`config.mk`:
```
export PLATFORM = sky130hd
export DESIGN_NAME = dmem_arbiter_flat
export DESIGN_NICKNAME = d
export VERILOG_FILES = /design/src/rtl/dmem_arbiter_if.sv /design/src/rtl/dmem_arbiter.sv /design/src/flat_wrapper.sv
export SDC_FILE = /design/constraint.sdc
export NUM_CORES = 1
export LEC_CHECK = 0
export ABC_CLOCK_PERIOD_IN_PS = 4830
export CAP_MARGIN = 30
export CORE_MARGIN = 8
export CORE_UTILIZATION = 33
export CTS_CLUSTER_SIZE = 25
export DETAILED_ROUTE_END_ITERATION = 7
export PLACE_DENSITY = 0.86
export RECOVER_POWER = 25
export SYNTH_ARGS = -nofsm -noshare
export SYNTH_HDL_FRONTEND = slang
export SYNTH_SLANG_ARGS = --single-unit
```
`constraint.sdc`:
```
create_clock -name clk -period 4.83 [get_ports clk]
set_clock_uncertainty 0.05 [all_clocks]
set_input_delay 1.449 -clock clk [delete_from_list [all_inputs] [get_ports clk]]
set_output_delay 1.449 -clock clk [all_outputs]
set_load 0.1 [all_outputs]
```
`src/rtl/dmem_arbiter_if.sv`:
```
// Bundle for the two-requester data-memory arbiter: requester ports, data-memory port and IO-window port.
// The arbiter takes the slave side; the surrounding system (or a bench) takes the master side.
interface dmem_arbiter_if #(
  parameter int ADDR_W = 11,
  parameter int DATA_W = 8
);
  logic              rq0_req;
  logic              rq0_wr;
  logic [ADDR_W-1:0] rq0_addr;
  logic [DATA_W-1:0] rq0_wdata;
  logic              rq0_gnt;
  logic [DATA_W-1:0] rq0_rdata;
  logic              rq0_rvalid;

  logic              rq1_req;
  logic              rq1_wr;
  logic [ADDR_W-1:0] rq1_addr;
  logic [DATA_W-1:0] rq1_wdata;
  logic              rq1_gnt;
  logic [DATA_W-1:0] rq1_rdata;
  logic              rq1_rvalid;

  logic [ADDR_W-1:0] mem_addr;
  logic [DATA_W-1:0] mem_wdata;
  logic              mem_wr;
  logic              mem_rd;
  logic [DATA_W-1:0] mem_rdata;

  logic [2:0]        io_addr;
  logic [DATA_W-1:0] io_wdata;
  logic              io_wr;
  logic              io_rd;
  logic [DATA_W-1:0] io_rdata;

  modport slave (
    input  rq0_req, rq0_wr, rq0_addr, rq0_wdata,
    output rq0_gnt, rq0_rdata, rq0_rvalid,
    input  rq1_req, rq1_wr, rq1_addr, rq1_wdata,
    output rq1_gnt, rq1_rdata, rq1_rvalid,
    output mem_addr, mem_wdata, mem_wr, mem_rd,
    input  mem_rdata,
    output io_addr, io_wdata, io_wr, io_rd,
    input  io_rdata
  );

  modport master (
    output rq0_req, rq0_wr, rq0_addr, rq0_wdata,
    input  rq0_gnt, rq0_rdata, rq0_rvalid,
    output rq1_req, rq1_wr, rq1_addr, rq1_wdata,
    input  rq1_gnt, rq1_rdata, rq1_rvalid,
    input  mem_addr, mem_wdata, mem_wr, mem_rd,
    output mem_rdata,
    input  io_addr, io_wdata, io_wr, io_rd,
    output io_rdata
  );
endinterface

```
`src/rtl/dmem_arbiter.sv`:
```
// Two-requester arbiter for a shared data-memory / IO port: registered grants, round-robin on contention
// with a bounded hold, address decode into memory (rebased) or IO window, one-cycle read return.
module dmem_arbiter #(
  parameter int ADDR_W   = 11,
  parameter int DATA_W   = 8,
  parameter int MEM_BASE = 8,
  parameter int MAX_HOLD = 4
) (
  input  logic            clk,
  input  logic            reset,
  dmem_arbiter_if.slave   bus
);
  localparam int HOLD_W = $clog2(MAX_HOLD + 1);

  typedef enum logic [1:0] {IDLE, OWN0, OWN1} owner_t;

  owner_t            owner_reg, owner_next;
  logic              last_owner_reg, last_owner_next;
  logic [HOLD_W-1:0] hold_cnt_reg, hold_cnt_next;
  logic [1:0]        rvalid_reg;
  logic              region_mem_reg;

  logic [1:0]        req, wr, gnt, issue;
  logic [ADDR_W-1:0] addr [2];
  logic [DATA_W-1:0] wdata [2];
  logic [DATA_W-1:0] rdata [2];
  logic              cur_idx, oth_idx;

  logic              any_issue, sel, in_mem;
  logic [ADDR_W-1:0] addr_sel;
  logic [DATA_W-1:0] wdata_sel, rd_mux;

  assign req      = {bus.rq1_req, bus.rq0_req};
  assign wr       = {bus.rq1_wr, bus.rq0_wr};
  assign addr[0]  = bus.rq0_addr;
  assign addr[1]  = bus.rq1_addr;
  assign wdata[0] = bus.rq0_wdata;
  assign wdata[1] = bus.rq1_wdata;

  // Grants and read returns come straight from registers, so reset clears them without a clock edge.
  assign rd_mux = region_mem_reg ? bus.mem_rdata : bus.io_rdata;
  generate
    for (genvar gi = 0; gi < 2; gi++) begin : g_req
      assign gnt[gi]   = (owner_reg == ((gi == 0) ? OWN0 : OWN1));
      assign issue[gi] = gnt[gi] & req[gi];
      assign rdata[gi] = rvalid_reg[gi] ? rd_mux : '0;
    end
  endgenerate

  assign bus.rq0_gnt    = gnt[0];
  assign bus.rq1_gnt    = gnt[1];
  assign bus.rq0_rvalid = rvalid_reg[0];
  assign bus.rq1_rvalid = rvalid_reg[1];
  assign bus.rq0_rdata  = rdata[0];
  assign bus.rq1_rdata  = rdata[1];

  // Grants are mutually exclusive, so the issuing requester is identified by issue[1] alone.
  assign any_issue = |issue;
  assign sel       = issue[1];
  assign addr_sel  = addr[sel];
  assign wdata_sel = wdata[sel];
  assign in_mem    = (addr_sel >= ADDR_W'(MEM_BASE));

  assign bus.mem_addr  = (any_issue && in_mem)  ? addr_sel - ADDR_W'(MEM_BASE) : '0;
  assign bus.mem_wdata = (any_issue && in_mem)  ? wdata_sel : '0;
  assign bus.mem_wr    = any_issue && in_mem && wr[sel];
  assign bus.mem_rd    = any_issue && in_mem && !wr[sel];
  assign bus.io_addr   = (any_issue && !in_mem) ? addr_sel[2:0] : '0;
  assign bus.io_wdata  = (any_issue && !in_mem) ? wdata_sel : '0;
  assign bus.io_wr     = any_issue && !in_mem && wr[sel];
  assign bus.io_rd     = any_issue && !in_mem && !wr[sel];

  always_comb begin
    owner_next      = owner_reg;
    last_owner_next = last_owner_reg;
    hold_cnt_next   = hold_cnt_reg;
    cur_idx         = (owner_reg == OWN1);
    oth_idx         = (owner_reg != OWN1);
    case (owner_reg)
      IDLE: begin
        if (req[0] && req[1]) begin
          owner_next    = last_owner_reg ? OWN0 : OWN1;
          hold_cnt_next = HOLD_W'(1);
        end else if (req[0]) begin
          owner_next    = OWN0;
          hold_cnt_next = HOLD_W'(1);
        end else if (req[1]) begin
          owner_next    = OWN1;
          hold_cnt_next = HOLD_W'(1);
        end
      end
      OWN0, OWN1: begin
        if (!req[cur_idx]) begin
          last_owner_next = cur_idx;
          if (req[oth_idx]) begin
            owner_next    = oth_idx ? OWN1 : OWN0;
            hold_cnt_next = HOLD_W'(1);
          end else begin
            owner_next    = IDLE;
            hold_cnt_next = '0;
          end
        end else if (req[oth_idx] && hold_cnt_reg == HOLD_W'(MAX_HOLD)) begin
          // Hold budget spent with the other side waiting: hand over without an idle cycle.
          owner_next      = oth_idx ? OWN1 : OWN0;
          hold_cnt_next   = HOLD_W'(1);
          last_owner_next = cur_idx;
        end else if (hold_cnt_reg != HOLD_W'(MAX_HOLD)) begin
          hold_cnt_next = hold_cnt_reg + HOLD_W'(1);
        end
      end
      default: owner_next = IDLE;
    endcase
  end

  always_ff @(posedge clk or posedge reset) begin
    if (reset) begin
      owner_reg      <= IDLE;
      last_owner_reg <= 1'b1;
      hold_cnt_reg   <= '0;
      rvalid_reg     <= '0;
      region_mem_reg <= 1'b0;
    end else begin
      owner_reg      <= owner_next;
      last_owner_reg <= last_owner_next;
      hold_cnt_reg   <= hold_cnt_next;
      rvalid_reg     <= issue & ~wr;
      if (any_issue) region_mem_reg <= in_mem;
    end
  end
endmodule

```
`src/flat_wrapper.sv`:
```
// flat-port wrapper written by rule: the top's interface ports become plain ports
module dmem_arbiter_flat 
#(
  parameter int ADDR_W   = 11,
  parameter int DATA_W   = 8,
  parameter int MEM_BASE = 8,
  parameter int MAX_HOLD = 4
)
  (clk, reset, bus_rq0_req, bus_rq0_wr, bus_rq0_addr, bus_rq0_wdata, bus_rq0_gnt, bus_rq0_rdata, bus_rq0_rvalid, bus_rq1_req, bus_rq1_wr, bus_rq1_addr, bus_rq1_wdata, bus_rq1_gnt, bus_rq1_rdata, bus_rq1_rvalid, bus_mem_addr, bus_mem_wdata, bus_mem_wr, bus_mem_rd, bus_mem_rdata, bus_io_addr, bus_io_wdata, bus_io_wr, bus_io_rd, bus_io_rdata);
  dmem_arbiter_if #(.ADDR_W(ADDR_W), .DATA_W(DATA_W)) bus_i ();
  input  logic clk;
  input  logic reset;
  input wire logic [$bits(bus_i.rq0_req)-1:0] bus_rq0_req;
  input wire logic [$bits(bus_i.rq0_wr)-1:0] bus_rq0_wr;
  input wire logic [$bits(bus_i.rq0_addr)-1:0] bus_rq0_addr;
  input wire logic [$bits(bus_i.rq0_wdata)-1:0] bus_rq0_wdata;
  output wire logic [$bits(bus_i.rq0_gnt)-1:0] bus_rq0_gnt;
  output wire logic [$bits(bus_i.rq0_rdata)-1:0] bus_rq0_rdata;
  output wire logic [$bits(bus_i.rq0_rvalid)-1:0] bus_rq0_rvalid;
  input wire logic [$bits(bus_i.rq1_req)-1:0] bus_rq1_req;
  input wire logic [$bits(bus_i.rq1_wr)-1:0] bus_rq1_wr;
  input wire logic [$bits(bus_i.rq1_addr)-1:0] bus_rq1_addr;
  input wire logic [$bits(bus_i.rq1_wdata)-1:0] bus_rq1_wdata;
  output wire logic [$bits(bus_i.rq1_gnt)-1:0] bus_rq1_gnt;
  output wire logic [$bits(bus_i.rq1_rdata)-1:0] bus_rq1_rdata;
  output wire logic [$bits(bus_i.rq1_rvalid)-1:0] bus_rq1_rvalid;
  output wire logic [$bits(bus_i.mem_addr)-1:0] bus_mem_addr;
  output wire logic [$bits(bus_i.mem_wdata)-1:0] bus_mem_wdata;
  output wire logic [$bits(bus_i.mem_wr)-1:0] bus_mem_wr;
  output wire logic [$bits(bus_i.mem_rd)-1:0] bus_mem_rd;
  input wire logic [$bits(bus_i.mem_rdata)-1:0] bus_mem_rdata;
  output wire logic [$bits(bus_i.io_addr)-1:0] bus_io_addr;
  output wire logic [$bits(bus_i.io_wdata)-1:0] bus_io_wdata;
  output wire logic [$bits(bus_i.io_wr)-1:0] bus_io_wr;
  output wire logic [$bits(bus_i.io_rd)-1:0] bus_io_rd;
  input wire logic [$bits(bus_i.io_rdata)-1:0] bus_io_rdata;
  assign bus_i.rq0_req = bus_rq0_req;
  assign bus_i.rq0_wr = bus_rq0_wr;
  assign bus_i.rq0_addr = bus_rq0_addr;
  assign bus_i.rq0_wdata = bus_rq0_wdata;
  assign bus_rq0_gnt = bus_i.rq0_gnt;
  assign bus_rq0_rdata = bus_i.rq0_rdata;
  assign bus_rq0_rvalid = bus_i.rq0_rvalid;
  assign bus_i.rq1_req = bus_rq1_req;
  assign bus_i.rq1_wr = bus_rq1_wr;
  assign bus_i.rq1_addr = bus_rq1_addr;
  assign bus_i.rq1_wdata = bus_rq1_wdata;
  assign bus_rq1_gnt = bus_i.rq1_gnt;
  assign bus_rq1_rdata = bus_i.rq1_rdata;
  assign bus_rq1_rvalid = bus_i.rq1_rvalid;
  assign bus_mem_addr = bus_i.mem_addr;
  assign bus_mem_wdata = bus_i.mem_wdata;
  assign bus_mem_wr = bus_i.mem_wr;
  assign bus_mem_rd = bus_i.mem_rd;
  assign bus_i.mem_rdata = bus_mem_rdata;
  assign bus_io_addr = bus_i.io_addr;
  assign bus_io_wdata = bus_i.io_wdata;
  assign bus_io_wr = bus_i.io_wr;
  assign bus_io_rd = bus_i.io_rd;
  assign bus_i.io_rdata = bus_io_rdata;
  dmem_arbiter #(.ADDR_W(ADDR_W), .DATA_W(DATA_W), .MEM_BASE(MEM_BASE), .MAX_HOLD(MAX_HOLD)) u_core (.clk(clk), .reset(reset), .bus(bus_i));
endmodule
```
### After elaboration in Yosys (flattened, before gate mapping)

Cells that the tools add are included.

| storage, ports and cells | value |
|---|---|
| input port bits | 60 |
| flip-flop bits (word level) | 9 |
| output and inout bits | 54 |

| cells by class | value |
|---|---|
| eq/ne operators | 9 |
| mux-type cells | 38 |
| $add $sub $neg | 2 |
| bitwise operators | 5 |
| reduce and logical (&&, ||, !) cells | 17 |
| magnitude comparators | 5 |

Operators with widths:

| operator | number |
|---|---|
| 2-to-1 mux 8 bit | 8 |
| 2-to-1 mux 11 bit | 4 |
| 2-to-1 mux 3 bit | 7 |
| 2-to-1 mux 2 bit | 8 |
| greater-or-equal comparator 11 x 4 -> 1 bit, second input constant | 1 |
| subtractor 11 x 4 -> 11 bit, second input constant | 1 |
| 2-to-1 mux 1 bit | 9 |
| logical AND 1 bit | 8 |
| < comparator 1 x 2 -> 1 bit, second input constant | 3 |
| inequality test 3 bit, second input constant | 2 |
| case mux 3 bit (2 select lines) | 1 |
| inequality test 2 bit, second input constant | 2 |
| inequality test 4 x 3 -> 1 bit, second input constant | 1 |
| inequality test 4 bit, second input constant | 1 |
| case mux 2 bit (2 select lines) | 1 |
| AND reduction 2 bit | 2 |
| OR reduction 2 bit | 2 |
| adder 3 x 1 -> 3 bit, second input constant | 1 |
| == test 3 bit, second input constant | 1 |
| AND reduction 3 bit | 1 |
| AND 1 bit | 2 |
| AND 2 bit | 1 |
| == test 2 x 1 -> 1 bit, second input constant | 1 |
| == test 2 bit, second input constant | 1 |
| other kinds (6) | 7 |

### Logic depth before layout (Yosys ltp)

| logic depth | value |
|---|---|
| depth in word-level cells | 10 |
| depth in mapped cells | 9 |

### Worst setup path after synthesis

No wires, ideal clock.

| timing | value |
|---|---|
| path kind | register to output |
| start | register u_core.owner_reg[0] |
| end | output port bus_mem_addr[3] |
| buffers on the path | 2 |
| required time | 3.331 ns |
| setup slack | -3.695 ns |
| cell stages (with the launch flop) | 9 |
| data arrival time | 7.026 ns |
| cell sequence | dfrtp_1 inv_1 ha_1 buf_2 a211o_1 a222oi_1 and3_1 buf_4 a2111oi_0 |

| between the ends | value |
|---|---|
| cells in the longest elaborated chain, start to end | 9 |

Ends and longest elaborated chain:

| what | line | text |
|---|---|---|
| start, declared | dmem_arbiter.sv:17 | `owner_t owner_reg, owner_next;` |
| start signal, assigned | dmem_arbiter.sv:123 | `owner_reg <= owner_next;` |
| == test 2 bit * | dmem_arbiter.sv:44 | `assign gnt[gi] = (owner_reg == ((gi == 0) ? OWN0 : OWN1));` |
| named net bus_rq1_gnt | flat_wrapper.sv:24 | `output wire logic [$bits(bus_i.rq1_gnt)-1:0] bus_rq1_gnt;` |
| AND 1 bit * | dmem_arbiter.sv:45 | `assign issue[gi] = gnt[gi] & req[gi];` |
| inverter 1 -> 2 bit (implied by the code) | dmem_arbiter.sv:60 | `assign addr_sel = addr[sel];` |
| 2-to-1 mux 11 bit (implied by the code) (3 in a row) | dmem_arbiter.sv:60 |  |
| greater-or-equal comparator 11 x 4 -> 1 bit | dmem_arbiter.sv:62 | `assign in_mem = (addr_sel >= ADDR_W'(MEM_BASE));` |
| logical AND 1 bit | dmem_arbiter.sv:64 | `assign bus.mem_addr = (any_issue && in_mem) ? addr_sel - ADDR_W'(MEM_BASE) : '0;` |
| 2-to-1 mux 11 bit * | dmem_arbiter.sv:64 |  |
| end, declared | flat_wrapper.sv:27 | `output wire logic [$bits(bus_i.mem_addr)-1:0] bus_mem_addr;` |

The timed path passes the listed nets; every way through them passes the cells marked *. The select of a mux whose other input is x is not followed.

### Final worst setup path

| timing | value |
|---|---|
| start | input port bus_rq1_addr[8] |
| end | output port bus_mem_addr[3] |

| between the ends | value |
|---|---|
| cells in the longest elaborated chain, start to end | 6 |

Ends and longest elaborated chain:

| what | line | text |
|---|---|---|
| start, declared | flat_wrapper.sv:22 | `input wire logic [$bits(bus_i.rq1_addr)-1:0] bus_rq1_addr;` |
| 2-to-1 mux 11 bit (implied by the code) (3 in a row) | dmem_arbiter.sv:60 |  |
| greater-or-equal comparator 11 x 4 -> 1 bit | dmem_arbiter.sv:62 |  |
| logical AND 1 bit | dmem_arbiter.sv:64 |  |
| 2-to-1 mux 11 bit | dmem_arbiter.sv:64 |  |

No other way between the ends. The select of a mux whose other input is x is not followed.

==> results.toml <==
[outcome]
status = "complete, but fails checks"
violations = "negative setup slack"

[floorplan]
die_h_um = 80.7
dieArea_um2 = 6510
die_w_um = 80.7
io_pins = 114
row_count = 23
core_area_um2 = 4030
start_util_pct = 34.3

[clock_network]
cts_root_buf = "clkbuf_8"
clkLatencyLatePin_ns = 0.23
numClockSinks = 9
numCtsBuffers = 3
path_clk_slew_ns = 0.05
cts_hold_buf = 0
clock_path_buffers = 2
htree_levels = 1
cts_tree = "yes"

[detailed_routing]
drtIter0Drc = 127
drc = 0
routed_via_density = 5.48
drtPass1Iterations = 4
avgRoutedWirePerCell_um = 22.5
ant_nets = 0
routed_wirelength_mm = 8.66
vias = 2104

[logic_synthesis]
synth_fp_nets = 256
synth_commonest_cells = "nor2_1, nor2b_1, a22oi_1, mux2i_1, a21oi_1"
postSynth.asyncResetShare_pct = 100
yosysSeqAreaShare_pct = 16.4
synth_edf_count = 0
avgSynthCellArea_um2 = 7.27
synth.most_common_cell = "nor2_1"
yosys.area.top_type = "dfrtp_1"
synth_cells = 190
synth_area_leaders = "dfrtp_1, mux2i_1, nor2_1, nor2b_1, a22oi_1"
ys_warn_count = 0
ys_seq_elements = 9
synth_area_um2 = 1380
synth-main-ff-cell = "dfrtp_1"
yosysTopAreaCellShare_pct = 14.5
synth_cell_types = 40

[setup_path]
timing.rr.end = "u_core.hold_cnt_reg[1]"
r2r-start = "u_core.owner_reg[0]"
worstPathArrival_ns = 3.34
ff2ff_path_depth = 7
crit_type = "input port to output pin"
rrSetupSlack_ns = 2.10
critPathLaunch = "bus_rq1_addr[8]"
crit_path_start_kind = "input port"
critPathCaptureType = "output pin"
path_max_fanout = 5
crit_required_ns = 3.33

[global_routing]
grt_pass1_vias = 2107
global_route.overflow_total = 0
track_usage_pct = 24.4
grt_start_max_net_pins = 23
grt_pass1_wl_mm = 12.0
antenna_found_initial = 0

[final_layout]
area_growth_pct = 155
finalNetCount = 401
layout-drive-gt1-share_pct = 41.6
antenna_cells = 0
largest_reg_flops = 3
utilization_pct = 87.3
fillCellCount = 198

[sta]
setup_violations = 1
fin_crit_sh_pct = 100
fin_crit_ns = 4.84
slew_viol_final = 0
hold_slack_ns = 0.446
rsz0062_at_grt = "yes"
maxSlewHeadroom_pct = 35.2
max_freq_ghz = 0.207
fin_ws_ns = -0.0110
worst-slew-pin-transition_ns = 0.969
hold_viol_final = 0

[place]
dpl.hpwl_mm = 6.55
gp_congestion = 0.827
portBuffers = 113

[power_and_ir_drop]
vdd.ir_drop.worst_uv = 381
total_power_mw = 1.47
leakage_nw = 1.53
p_per_area_nw_per_um2 = 419

[min_path]
min_path_type = "register to register"
min_from = "u_core.last_owner_reg"
hold_depth = 2
whs_endpoint = "u_core.last_owner_reg"

[run]
cap_viol_max_count = 0
[worst max-delay path by stage]
stage	end	slack, ns	cells past startpoint
floorplan	bus_mem_addr[10]	-0.35	7
global placement	bus_mem_addr[3]	-0.23	8
detailed placement	bus_mem_addr[0]	-0.34	8
CTS	bus_mem_addr[3]	0.002	9
global route	bus_mem_addr[3]	-0.07	9
finish	bus_mem_addr[3]	-0.01	9
[worst max-delay path: stages]
cell	delay (ns)
clkdlybuf4s50_1	0.50
nand4bb_1	0.13
a222oi_1	0.08
buf_4	0.16
and3_4	0.19
buf_4	0.14
buf_12	0.13
a2111oi_4	0.32
buf_12	0.22
[final cells by class]
cell class | instances | area, um2 | area share, %
repair buffers | 154 | 1870 | 53.3
well taps | 50 | 62.6 | 1.78
multi-input cells | 159 | 1280 | 36.4
flip-flops and latches | 9 | 226 | 6.44
clock buffers | 4 | 45.0 | 1.28
inverters | 8 | 30.0 | 0.854
[cells in the final DEF, fill, tap and decap left out, drive strengths merged, types with 5 or more instances in the layout]
cell	n
clkdlybuf4s50	51
dlygate4sd2	7
a22oi	12
nor3	8
inv	8
nand2	9
and3	5
nor2b	17
dfrtp	8
a21oi	10
ha	6
nand3	5
buf	91
nor2	31
clkbuf	5
mux2i	12
[metrics by stage]
| stage | TNS (ns) | cell area, um2 | worst slack, ns | instances |
|---|---|---|---|---|
| finish | -0.0110 | 3520 | -0.0110 | 384 |
| global route | -0.199 | 3520 | -0.0732 | 384 |
| CTS | 0 | 3470 | 0.00231 | 382 |
| detailed placement | -9.21 | 3300 | -0.335 | 370 |
| global placement | -5.94 | 3300 | -0.233 | 370 |
| floorplan | -4.56 | 1600 | -0.345 | 190 |
[cell families (layout without fill, tap and decap cells)]
group                      count (synthesis)  in the layout  synth area share, %
and+or+nand+nor                           86             86                 32.1
AOI/OAI and AO/OA                         48             48                 25.2
buffers and inverters                     22            166                 7.06
muxes                                     16             16                 12.0
DFF                                        9              9                 16.4
adders and majority gates                  6              6                 5.43
xor gates and xnor gates                   3              3                 1.90
[routing by layer]
metal  GRT usage, %  vias up  routed length (um)
li1               -      973                   -
met1           26.1     1011                3170
met5              0        -                   0
met3           5.69       12                 716
met4           6.43        0                 149
met2           46.5      108                4630
[power by group]
part           internal [mW]  switching (mW)  leakage, nW  total, mW
logic                  0.452           0.806         1.40       1.26
registers              0.102          0.0251        0.110      0.127
clock network         0.0575          0.0294       0.0228     0.0869
total                  0.612           0.861         1.53       1.47
[what timing repair did]
action | 4_1_cts | 5_1_grt
setup endpoints to repair | 34 | 32
setup buffers | 6 | 2
pin swaps | 6 | 4
resized for setup | 19 | 3
cloned | 2 | 1
Note: power is estimated with default switching activity, not from simulation.
